[config.mk]
export PLATFORM = sky130hd
export DESIGN_NAME = render_shape_driver_flat
export DESIGN_NICKNAME = d
export VERILOG_FILES = /design/src/rtl/render_shape_driver_pkg.sv /design/src/rtl/render_shape_driver_if.sv /design/src/rtl/render_shape_driver_mul_seq.sv /design/src/rtl/render_shape_driver.sv /design/src/flat_wrapper.sv
export SDC_FILE = /design/constraint.sdc
export NUM_CORES = 1
export LEC_CHECK = 0
export ABC_AREA = 1
export BUFFER_PORTS_ARGS = -buffer_cell sky130_fd_sc_hd__buf_4
export CORE_MARGIN = 2
export CORE_UTILIZATION = 40
export DETAILED_ROUTE_END_ITERATION = 8
export GPL_TIMING_DRIVEN = 0
export PLACE_DENSITY = 0.62
export SYNTH_ARGS = -nofsm -noshare
export SYNTH_HDL_FRONTEND = slang
export SYNTH_HIERARCHICAL = 1
export SYNTH_SLANG_ARGS = --single-unit
export TNS_END_PERCENT = 20
[constraint.sdc]
create_clock -name clk -period 4 [get_ports clk]
set_clock_uncertainty 0.05 [all_clocks]
set_input_delay 0.8 -clock clk [delete_from_list [all_inputs] [get_ports clk]]
set_output_delay 0.8 -clock clk [all_outputs]
set_load 0.005 [all_outputs]
[src/rtl/render_shape_driver_pkg.sv]
// Shared types, widths and constants for render_shape_driver.
// Widths fall back to local defaults when the build does not predefine INT_BITS/FLOAT_BITS/FLOAT_DCM_BITS.
`ifndef INT_BITS
`define INT_BITS 10
`endif
`ifndef FLOAT_BITS
`define FLOAT_BITS 24
`endif
`ifndef FLOAT_DCM_BITS
`define FLOAT_DCM_BITS 12
`endif

package render_shape_driver_pkg;
    localparam int INT_W = `INT_BITS;
    localparam int FLT_W = `FLOAT_BITS;
    localparam int DCM_W = `FLOAT_DCM_BITS;

    typedef logic [INT_W-1:0]        pos_t;
    typedef logic signed [FLT_W-1:0] trig_t;

    typedef enum logic [1:0] {
        ST_IDLE,
        ST_CALC,
        ST_PEND
    } state_t;

    typedef struct packed {
        pos_t  px;
        pos_t  py;
        trig_t sin;
        trig_t cos;
    } pose_t;

    localparam trig_t Q_ONE = trig_t'(longint'(1) << DCM_W);
    // sqrt(1/2) as a 32-bit binary fraction, rounded to nearest in the Q format
    localparam longint SQRT_HALF_U32 = 64'sd3037000500;
    localparam trig_t  Q_S45 = trig_t'(((SQRT_HALF_U32 << DCM_W) + 64'sd2147483648) >>> 32);

    function automatic trig_t lut_sin(input logic [2:0] k);
        trig_t v;
        case (k)
            3'd0:    v = '0;
            3'd1:    v = Q_S45;
            3'd2:    v = Q_ONE;
            3'd3:    v = Q_S45;
            3'd4:    v = '0;
            3'd5:    v = -Q_S45;
            3'd6:    v = -Q_ONE;
            default: v = -Q_S45;
        endcase
        return v;
    endfunction

    function automatic trig_t lut_cos(input logic [2:0] k);
        return lut_sin(k + 3'd2);
    endfunction
endpackage

[src/rtl/render_shape_driver_if.sv]
// Pose configuration handshake between a pose producer (master) and render_shape_driver (slave).
// cfg_angle exists only when RENDER_SHAPE_DRIVER_ANGLE_LUT_EN is defined.
interface render_shape_driver_if;
    import render_shape_driver_pkg::*;

    logic  cfg_valid;
    logic  cfg_ready;
    pos_t  cfg_px;
    pos_t  cfg_py;
    trig_t cfg_sin;
    trig_t cfg_cos;
`ifdef RENDER_SHAPE_DRIVER_ANGLE_LUT_EN
    logic [2:0] cfg_angle;

    modport master (output cfg_valid, cfg_px, cfg_py, cfg_sin, cfg_cos, cfg_angle, input cfg_ready);
    modport slave  (input cfg_valid, cfg_px, cfg_py, cfg_sin, cfg_cos, cfg_angle, output cfg_ready);
`else
    modport master (output cfg_valid, cfg_px, cfg_py, cfg_sin, cfg_cos, input cfg_ready);
    modport slave  (input cfg_valid, cfg_px, cfg_py, cfg_sin, cfg_cos, output cfg_ready);
`endif
endinterface

[src/rtl/render_shape_driver_mul_seq.sv]
// Iterative shift-add multiplier: signed multiplicand times unsigned multiplier, one bit per cycle.
// done_o marks the last iteration cycle; result_o then holds the full product truncated to trig width.
module render_shape_driver_mul_seq
    import render_shape_driver_pkg::*;
#(
    parameter int MUL_W = INT_W
) (
    input  logic             clk,
    input  logic             rst_n,
    input  logic             start_i,
    input  trig_t            mcand_i,
    input  logic [MUL_W-1:0] mplier_i,
    output logic             done_o,
    output trig_t            result_o
);
    localparam int CNT_W = $clog2(MUL_W + 1);

    trig_t            a_q;
    trig_t            acc_q;
    logic [MUL_W-1:0] b_q;
    logic [CNT_W-1:0] cnt_q;
    logic             run_q;

    assign result_o = acc_q + (b_q[0] ? a_q : '0);
    assign done_o   = run_q && (cnt_q == CNT_W'(1));

    // start may coincide with the last iteration of the previous product; result_o is consumed that cycle
    always_ff @(posedge clk or negedge rst_n) begin
        if (!rst_n) begin
            a_q   <= '0;
            acc_q <= '0;
            b_q   <= '0;
            cnt_q <= '0;
            run_q <= 1'b0;
        end else if (start_i) begin
            a_q   <= mcand_i;
            acc_q <= '0;
            b_q   <= mplier_i;
            cnt_q <= CNT_W'(MUL_W);
            run_q <= 1'b1;
        end else if (run_q) begin
            a_q   <= a_q << 1;
            acc_q <= result_o;
            b_q   <= b_q >> 1;
            cnt_q <= cnt_q - 1'b1;
            run_q <= (cnt_q != CNT_W'(1));
        end
    end
endmodule

[src/rtl/render_shape_driver.sv]
// Pose producer for the shape renderer: computes frame-start offsets and commits the pose on frame_begin.
// Optional 45-degree angle LUT input selected by RENDER_SHAPE_DRIVER_ANGLE_LUT_EN.
//   state | meaning
//   IDLE  | ready for a new pose
//   CALC  | four shared-multiplier products into shadow ix/iy
//   PEND  | shadow pose complete, waiting for frame_begin to commit
module render_shape_driver
    import render_shape_driver_pkg::*;
#(
    parameter int MUL_W = INT_W
) (
    input  logic                  clk,
    input  logic                  rst_n,
    input  logic                  frame_begin,
    input  logic                  line_begin,
    render_shape_driver_if.slave  cfg,
    output logic                  newframe,
    output logic                  newline,
    output trig_t                 sin,
    output trig_t                 cos,
    output trig_t                 ix,
    output trig_t                 iy,
    output logic                  busy
);
    state_t     state_q, state_d;
    pose_t      pose_q, pose_d, pose_in, op_src;
    trig_t      ix_sh_q, ix_sh_d, iy_sh_q, iy_sh_d;
    trig_t      sin_q, sin_d, cos_q, cos_d, ix_q, ix_d, iy_q, iy_d;
    logic [1:0] prod_q, prod_d, op_sel;
    logic       newframe_q, newline_q;
    logic       mul_start, mul_done;
    trig_t      mul_mcand, mul_res;
    pos_t       mul_pos;

    always_comb begin
        pose_in.px  = cfg.cfg_px;
        pose_in.py  = cfg.cfg_py;
`ifdef RENDER_SHAPE_DRIVER_ANGLE_LUT_EN
        pose_in.sin = lut_sin(cfg.cfg_angle);
        pose_in.cos = lut_cos(cfg.cfg_angle);
`else
        pose_in.sin = cfg.cfg_sin;
        pose_in.cos = cfg.cfg_cos;
`endif
    end

    // Product order: px*cos, py*sin, px*sin, py*cos; the first one starts straight from the accept cycle
    always_comb begin
        op_sel = (state_q == ST_IDLE) ? 2'd0 : prod_q + 2'd1;
        op_src = (state_q == ST_IDLE) ? pose_in : pose_q;
        case (op_sel)
            2'd0:    begin mul_mcand = op_src.cos; mul_pos = op_src.px; end
            2'd1:    begin mul_mcand = op_src.sin; mul_pos = op_src.py; end
            2'd2:    begin mul_mcand = op_src.sin; mul_pos = op_src.px; end
            default: begin mul_mcand = op_src.cos; mul_pos = op_src.py; end
        endcase
    end

    render_shape_driver_mul_seq #(.MUL_W(MUL_W)) u_mul (
        .clk      (clk),
        .rst_n    (rst_n),
        .start_i  (mul_start),
        .mcand_i  (mul_mcand),
        .mplier_i (MUL_W'(mul_pos)),
        .done_o   (mul_done),
        .result_o (mul_res)
    );

    always_comb begin
        state_d   = state_q;
        pose_d    = pose_q;
        ix_sh_d   = ix_sh_q;
        iy_sh_d   = iy_sh_q;
        prod_d    = prod_q;
        sin_d     = sin_q;
        cos_d     = cos_q;
        ix_d      = ix_q;
        iy_d      = iy_q;
        mul_start = 1'b0;
        case (state_q)
            ST_IDLE: begin
                if (cfg.cfg_valid) begin
                    pose_d    = pose_in;
                    prod_d    = 2'd0;
                    mul_start = 1'b1;
                    state_d   = ST_CALC;
                end
            end
            ST_CALC: begin
                if (mul_done) begin
                    case (prod_q)
                        2'd0:    ix_sh_d = -mul_res;
                        2'd1:    ix_sh_d = ix_sh_q + mul_res;
                        2'd2:    iy_sh_d = -mul_res;
                        default: iy_sh_d = iy_sh_q - mul_res;
                    endcase
                    if (prod_q == 2'd3) begin
                        state_d = ST_PEND;
                    end else begin
                        prod_d    = prod_q + 2'd1;
                        mul_start = 1'b1;
                    end
                end
            end
            ST_PEND: begin
                if (frame_begin) begin
                    sin_d   = pose_q.sin;
                    cos_d   = pose_q.cos;
                    ix_d    = ix_sh_q;
                    iy_d    = iy_sh_q;
                    state_d = ST_IDLE;
                end
            end
            default: state_d = ST_IDLE;
        endcase
    end

    always_ff @(posedge clk or negedge rst_n) begin
        if (!rst_n) begin
            state_q    <= ST_IDLE;
            pose_q     <= '0;
            ix_sh_q    <= '0;
            iy_sh_q    <= '0;
            prod_q     <= '0;
            sin_q      <= '0;
            cos_q      <= Q_ONE;
            ix_q       <= '0;
            iy_q       <= '0;
            newframe_q <= 1'b0;
            newline_q  <= 1'b0;
        end else begin
            state_q    <= state_d;
            pose_q     <= pose_d;
            ix_sh_q    <= ix_sh_d;
            iy_sh_q    <= iy_sh_d;
            prod_q     <= prod_d;
            sin_q      <= sin_d;
            cos_q      <= cos_d;
            ix_q       <= ix_d;
            iy_q       <= iy_d;
            newframe_q <= frame_begin;
            newline_q  <= line_begin & ~frame_begin;
        end
    end

    assign cfg.cfg_ready = (state_q == ST_IDLE);
    assign busy          = (state_q != ST_IDLE);
    assign newframe      = newframe_q;
    assign newline       = newline_q;
    assign sin           = sin_q;
    assign cos           = cos_q;
    assign ix            = ix_q;
    assign iy            = iy_q;
endmodule

[src/flat_wrapper.sv]
// flat-port wrapper written by rule: the top's interface ports become plain ports
module render_shape_driver_flat import render_shape_driver_pkg::*;
#(
    parameter int MUL_W = INT_W
)
  (clk, rst_n, frame_begin, line_begin, newframe, newline, sin, cos, ix, iy, busy, cfg_cfg_valid, cfg_cfg_px, cfg_cfg_py, cfg_cfg_sin, cfg_cfg_cos, cfg_cfg_ready);
  render_shape_driver_if cfg_i ();
  input  logic clk;
  input  logic rst_n;
  input  logic frame_begin;
  input  logic line_begin;
  output logic newframe;
  output logic newline;
  output trig_t sin;
  output trig_t cos;
  output trig_t ix;
  output trig_t iy;
  output logic busy;
  input wire logic [$bits(cfg_i.cfg_valid)-1:0] cfg_cfg_valid;
  input wire logic [$bits(cfg_i.cfg_px)-1:0] cfg_cfg_px;
  input wire logic [$bits(cfg_i.cfg_py)-1:0] cfg_cfg_py;
  input wire logic [$bits(cfg_i.cfg_sin)-1:0] cfg_cfg_sin;
  input wire logic [$bits(cfg_i.cfg_cos)-1:0] cfg_cfg_cos;
  output wire logic [$bits(cfg_i.cfg_ready)-1:0] cfg_cfg_ready;
  assign cfg_i.cfg_valid = cfg_cfg_valid;
  assign cfg_i.cfg_px = cfg_cfg_px;
  assign cfg_i.cfg_py = cfg_cfg_py;
  assign cfg_i.cfg_sin = cfg_cfg_sin;
  assign cfg_i.cfg_cos = cfg_cfg_cos;
  assign cfg_cfg_ready = cfg_i.cfg_ready;
  render_shape_driver #(.MUL_W(MUL_W)) u_core (.clk(clk), .rst_n(rst_n), .frame_begin(frame_begin), .line_begin(line_begin), .cfg(cfg_i), .newframe(newframe), .newline(newline), .sin(sin), .cos(cos), .ix(ix), .iy(iy), .busy(busy));
endmodule
; Word-level counts from Yosys, hierarchy flattened
; Cells that the tools add are included.
[classes]
addsub = 6
eq_ne = 14
muxes = 30
bitwise_logic = 3
reduce_logical = 17
[op_table]
columns = operator, n
row1 = $mux W24, 6
row2 = $pmux W24 S2, 2
row3 = $mux W68, 1
row4 = $add A24 B24 Y24, 2
row5 = $mux W10, 3
row6 = $neg A24 Y24, 1
row7 = $sub A24 B24 Y24, 1
row8 = $mux W2, 8
row9 = $eq A2 B2 Y1 const B, 4
row10 = $mux W4, 2
row11 = $reduce_and A4 Y1, 2
row12 = $reduce_bool A2 Y1, 4
row13 = $eq A2 B1 Y1 const B, 3
row14 = $logic_not A2 Y1, 3
row15 = $ne A2 B2 Y1 const B, 3
row16 = $pmux W2 S3, 1
row17 = $reduce_and A3 Y1, 2
row18 = $reduce_or A2 Y1, 3
row19 = $mux W1, 5
row20 = $eq A4 B1 Y1 const B, 1
row21 = $ne A2 B1 Y1 const B, 2
row22 = $ne A4 B1 Y1 const B, 1
row23 = $pmux W2 S2, 1
row24 = $reduce_and A2 Y1, 2
row25 = 6 further kinds, 7
[totals]
reg_bits = 281
input_bits = 73
out_inout_bits = 100
wordCells = 89

; Depth between registers and ports, before layout
[logic_depth]
ltp_word = 6
mapped_depth = 31

; By module
; The synthesis kept the hierarchy.
[by_module_without_submodules]
columns = mod, instances, cells_per_inst, area_each_um2, seq_area_each_um2
row1 = render_shape_driver, 1, 1763, 13238.9, 5456.5
row2 = render_shape_driver_mul_seq, 1, 681, 4581.9, 1576.5

; Least setup slack after synthesis
; OpenSTA, ideal clock, no wires.
[synth_timing]
path_type = flip-flop to flip-flop
startpoint = register u_core.u_mul.b_q[0]
endpoint = register u_core.iy_sh_q[10]
setup_ns = 0.117
t_arrival_ns = 3.517
required_ns = 3.833
slack_ns = 0.315
stages_incl_launch_ff = 25
n_path_buf = 2
synth_period_minus_slack_ns = 3.685
cell_sequence = dfrtp_1 clkbuf_1 clkbuf_1 nand2_1 inv_1 ha_1 inv_1 fa_1 inv_1 nand3_1 nand3_1 xor2_1 inv_2 ha_1 nand2_1 inv_1 nand2_1 nand2_1 nand2_1 nand3_1 or2_2 nand2_1 nand2_1 nand3_1 nand2_1
[synth_via]
elab_chain_len = 4
word_cells_on_any_way = 5
classes_between = add/sub: 3 / mux: 2
[synth_rtl]
columns = element, line
row1 = from (decl), render_shape_driver_mul_seq.sv:20  ; logic [MUL_W-1:0] b_q;
row2 = from (signal assigned), render_shape_driver_mul_seq.sv:38  ; b_q <= mplier_i;
row3 = from (signal assigned), render_shape_driver_mul_seq.sv:44  ; b_q <= b_q >> 1;
row4 = $mux W24 (*), render_shape_driver_mul_seq.sv:24  ; assign result_o = acc_q + (b_q[0] ? a_q : '0);
row5 = $add A24 B24 Y24 (*), render_shape_driver_mul_seq.sv:24
row6 = named net u_core.mul_res[4], render_shape_driver.sv:32  ; trig_t mul_mcand, mul_res;
row7 = $sub A24 B24 Y24 or $neg A24 Y24 (tied branches), "render_shape_driver.sv:95, render_shape_driver.sv:94"
row8 = $pmux W24 S2 (*), render_shape_driver.sv:91  ; case (prod_q)
row9 = to (signal assigned), render_shape_driver.sv:135  ; iy_sh_q <= iy_sh_d;
row10 = to (decl), render_shape_driver.sv:27  ; trig_t ix_sh_q, ix_sh_d, iy_sh_q, iy_sh_d;
; The timed path passes the listed nets; every way through them passes the cells marked *.
; A chain may end at the register's enable or synchronous reset.

; Worst setup path in the final report
[layout_timing]
startpoint = register u_core.u_mul.b_q[0]
endpoint = register u_core.ix_sh_q[18]
[layout_via]
elab_chain_len = 4
word_cells_on_any_way = 5
classes_between = add/sub: 3 / mux: 2
[layout_rtl]
columns = element, line
row1 = $mux W24 (*), render_shape_driver_mul_seq.sv:24
row2 = $add A24 B24 Y24 (*), render_shape_driver_mul_seq.sv:24
row3 = named net u_core.mul_res[8], render_shape_driver.sv:32
row4 = $add A24 B24 Y24 or $neg A24 Y24 (tied branches), "render_shape_driver.sv:93, render_shape_driver.sv:92"
row5 = $pmux W24 S2 (*), render_shape_driver.sv:91
row6 = to (signal assigned), render_shape_driver.sv:134  ; ix_sh_q <= ix_sh_d;
row7 = to (decl), render_shape_driver.sv:27
; Marks and branches as above.

==> results by group <==
Floorplanning
  • Die Wd: 215.1 um
  • Die area: 46260 um2
  • DIE HEIGHT: 215.1 um
  • Ports: 173
  • Core ar.: 44120 um2
  • # rows: 77
  • Starting Density: 0.4039

Clocking
  • CTS Buf Count: 35
  • Max H-tree Level: 2
  • Clock Tree Root: clkbuf_16
  • Clk_lat worst skew: 550 ps
  • Clk buf depth: 3
  • Clk sinks: 281
  • Clock slew at reported path FFs: 60 ps
  • CTS tree: built

Routing
  • DRC: 0
  • ANT nets after route: 0
  • Wire length on met2: 27820 um
  • Via count: 16680
  • WL met3: 3446 um
  • Top Metal Used: met4
  • Drt via density: 5.088
  • DRT Wirelength: 58280 um
  • Metal-1 WL: 25500 um
  • Drt wl/cell: 17.78 um
  • TritonRoute pass-1 iters: 5
  • Starting DRT DRC Count: 1220

Timing
  • Unrepaired setup endpoints after global routing: true
  • Final setup fails: 0
  • Setup TNS: 0 ps
  • Slew @ Worst Pin: 790.7 ps
  • Fin. max-slew vios: 0
  • Peak Freq: 262.5 MHz
  • Final hold violation count: 0
  • Final period util: 0.9526
  • Tmin final: 3810 ps
  • Relative slew slack: 0.4729

Global route
  • First-pass GRT wire length: 91430 um
  • Initial antenna violation count: 1
  • Vias in the first global route: 16490
  • Largest net degree at the start of global routing: 113
  • GRT overflow: 0
  • Total track usage: 0.2514

Power and ir drop
  • Reg power frac: 0.229
  • Switching power: 9.330 mW
  • Internal power: 9.230 mW
  • Clk pwr share: 0.171
  • Max IR drop VDD: 458.0 uV
  • Leakage: 11.61 nW
  • Sw frac: 0.5027
  • PwrDens: 864.2 nW/um2
  • Gate power share: 0.600

Layout
  • Proportion of layout cells with a drive suffix above 1: 0.1776
  • Antenna diodes: 0
  • Area delta synth->final: 20.52%
  • Final #Nets: 2814
  • Number of fill cells: 4500
  • Finished Core Util: 0.4867

Logic synthesis
  • Post-synth EDFFs: 0
  • Seq/Total Area, Yosys: 0.3947
  • Distinct cells, synth: 44
  • Netlist Area Pre-Place: 17820 um2
  • Syn_area_per_cell: 7.292 um2
  • Predominant post-synthesis flop cell: dfrtp_1
  • Syn_nets: 2596
  • Post-synthesis register bit count: 281
  • Ys async rst share: 1.000
  • YS warnings: 6
  • Cell count after synthesis: 2444

Flow run
  • Max cap viols: 0

Place
  • PortBufs: 172
  • Routability cong.: 0.9301
  • Detailed-placement wirelength estimate: 46230 um

Setup path
  • Critical Path AT: 4190 ps
  • Reg-to-reg slack, setup: 190 ps
  • FF-to-FF Start: u_core/u_mul/b_q[0]
  • CP endpoint: u_core/ix_sh_q[18]
  • Reg2reg path depth: 26
  • Startpoint types: flop
  • R2r endpoint: u_core/ix_sh_q[18]
  • Type of the worst setup path: reg2reg
  • Worst Path Required: 4380 ps
  • Setup crit end kind: flop
  • Crit path launch: u_core/u_mul/b_q[0]
  • CP Max Fanout: 10

Hold path
  • Hold crit path type: in2async

Run status
  • Status: completed
how the worst min path moves through the flow:
stage / start / endpoint / slack (ps) / depth (start not counted)
after floorplan: u_core/pose_q[58] / u_core/pose_q[58] / 400 / 2
after global placement: u_core/pose_q[59] / u_core/pose_q[59] / 420 / 2
after detailed placement: u_core/pose_q[62] / u_core/pose_q[62] / 420 / 2
after CTS: rst_n / u_core/pose_q[52] / 270 / 1
after global routing: rst_n / u_core/pose_q[52] / 310 / 1
final: rst_n / u_core/pose_q[52] / 250 / 1
cell type report:
class / count / area (um2) / area share
plain buffers: 79 / 380.4 / 0.01771
inverters: 412 / 1551 / 0.07224
well taps: 592 / 740.7 / 0.03449
repair buffers: 182 / 1414 / 0.06583
clock inverters: 14 / 161.4 / 0.007515
flip-flops and latches: 281 / 7034 / 0.3275
multi-input cells: 1671 / 9204 / 0.4285
clock buffers: 47 / 991.0 / 0.04614
flip-flops by register name (all words and copies together) (netlist names):
name and cells:
u_core/state_q 2, u_core/iy 24, u_core/u_mul/b_q 10, u_core/newline 1
u_core/u_mul/acc_q 24, u_core/pose_q 68, u_core/ix_sh_q 24, u_core/iy_sh_q 24
u_core/u_mul/cnt_q 4, u_core/ix 24, u_core/cos 24, u_core/prod_q 2
u_core/u_mul/run_q 1, u_core/sin 24, u_core/newframe 1, u_core/u_mul/a_q 24
metrics by stage:
step	cells	power [mW]	instance area, um2	worst slack, ps	hold slack [ps]
floorplan	2444	11.52	17820	315.1	403.7
detailed placement	3210	14.73	19920	-947.9	423.3
finish	3278	18.56	21480	189.7	252.4
CTS	3271	18.13	21180	-63.98	270.9
global route	3278	20.07	21480	-83.45	306.5
global placement	3208	14.59	19850	-954.5	416.2
logic make-up after synthesis:
family | count (synthesis) | synth area share
xor+xnor | 30 | 0.01474
flops | 281 | 0.3947
simple gates | 1165 | 0.2770
buf+inv | 492 | 0.1078
compound gates | 333 | 0.1087
fa+ha+maj | 79 | 0.05673
mux | 64 | 0.04044
worst max-delay path: stages, from the launching register on:
cell,delay [ps]
dfrtp_2,410
buf_6,150
nand2_1,50
inv_1,60
ha_2,210
inv_1,70
fa_2,400
inv_2,90
nand3_1,110
nand3_4,120
nand2_1,70
nand2_2,110
xnor2_1,180
inv_2,150
ha_1,360
nand2_1,190
inv_1,60
nand2_1,70
nand2_1,90
inv_1,90
nand3_1,150
nand2_1,150
nand2_1,60
nand2_1,60
nand3_1,60
nand2_1,90
nand2_1,50
power by group through the flow:
stage	Sequential (mW)	Combinational [mW]	Clock, mW
finish	4.25	11.1	3.17
global route	4.34	12.4	3.36
CTS	4.23	10.7	3.25
detailed placement	4.26	10.5	0
global placement	4.23	10.4	0
floorplan	4.06	7.46	0
synth_stat cells, drive strengths merged (10+ instances only):
cell type | number | area share
nor2 | 164 | 0.041
xor2 | 24 | 0.012
ha | 76 | 0.053
inv | 409 | 0.086
a21oi | 84 | 0.024
nand2 | 760 | 0.16
o211ai | 48 | 0.020
o221ai | 20 | 0.0098
dfrtp | 280 | 0.39
and2 | 17 | 0.0060
clkbuf | 36 | 0.0076
buf | 44 | 0.013
nand4 | 28 | 0.0098
o22ai | 11 | 0.0039
o21ai | 151 | 0.043
nor3 | 10 | 0.0034
mux2 | 64 | 0.040
nand3b | 10 | 0.0042
nand3 | 169 | 0.049
routing by layer:
metal / GRT usage / vias to the layer above
li1: - / 8232
met2: 0.4302 / 488
met1: 0.3288 / 7877
met5: 0 / -
met4: 0.07172 / 0
met3: 0.04062 / 82
placed cells by master (no fill, tap or decap), types with 11 or more instances in the layout:
cell type | Yosys | routed
buf_4 | 2 | 181
o21ai_1 | 15 | 15
mux2_2 | 64 | 64
nor2_1 | 142 | 133
inv_1 | 397 | 390
nor2_4 | 8 | 12
nand3_1 | 164 | 158
buf_2 | 34 | 34
a21oi_1 | 81 | 77
nand2_2 | 11 | 19
ha_1 | 76 | 59
o221ai_1 | 20 | 20
inv_2 | 12 | 18
o211ai_1 | 48 | 48
dfrtp_1 | 280 | 279
nand4_1 | 28 | 28
o22ai_1 | 11 | 11
nor2_2 | 13 | 18
clkbuf_1 | 36 | 38
nand2_1 | 749 | 741
clkbuf_16 | 0 | 35
o21ai_0 | 135 | 135
xor2_1 | 24 | 22
what timing repair did:
item	CTS	global route
setup buffers	1	7
pin swaps	0	3
hold buffers	0	0
resized for setup	30	68
endpoints found under the setup margin	42	33
No activity file was read; power rests on OpenSTA's default activity.
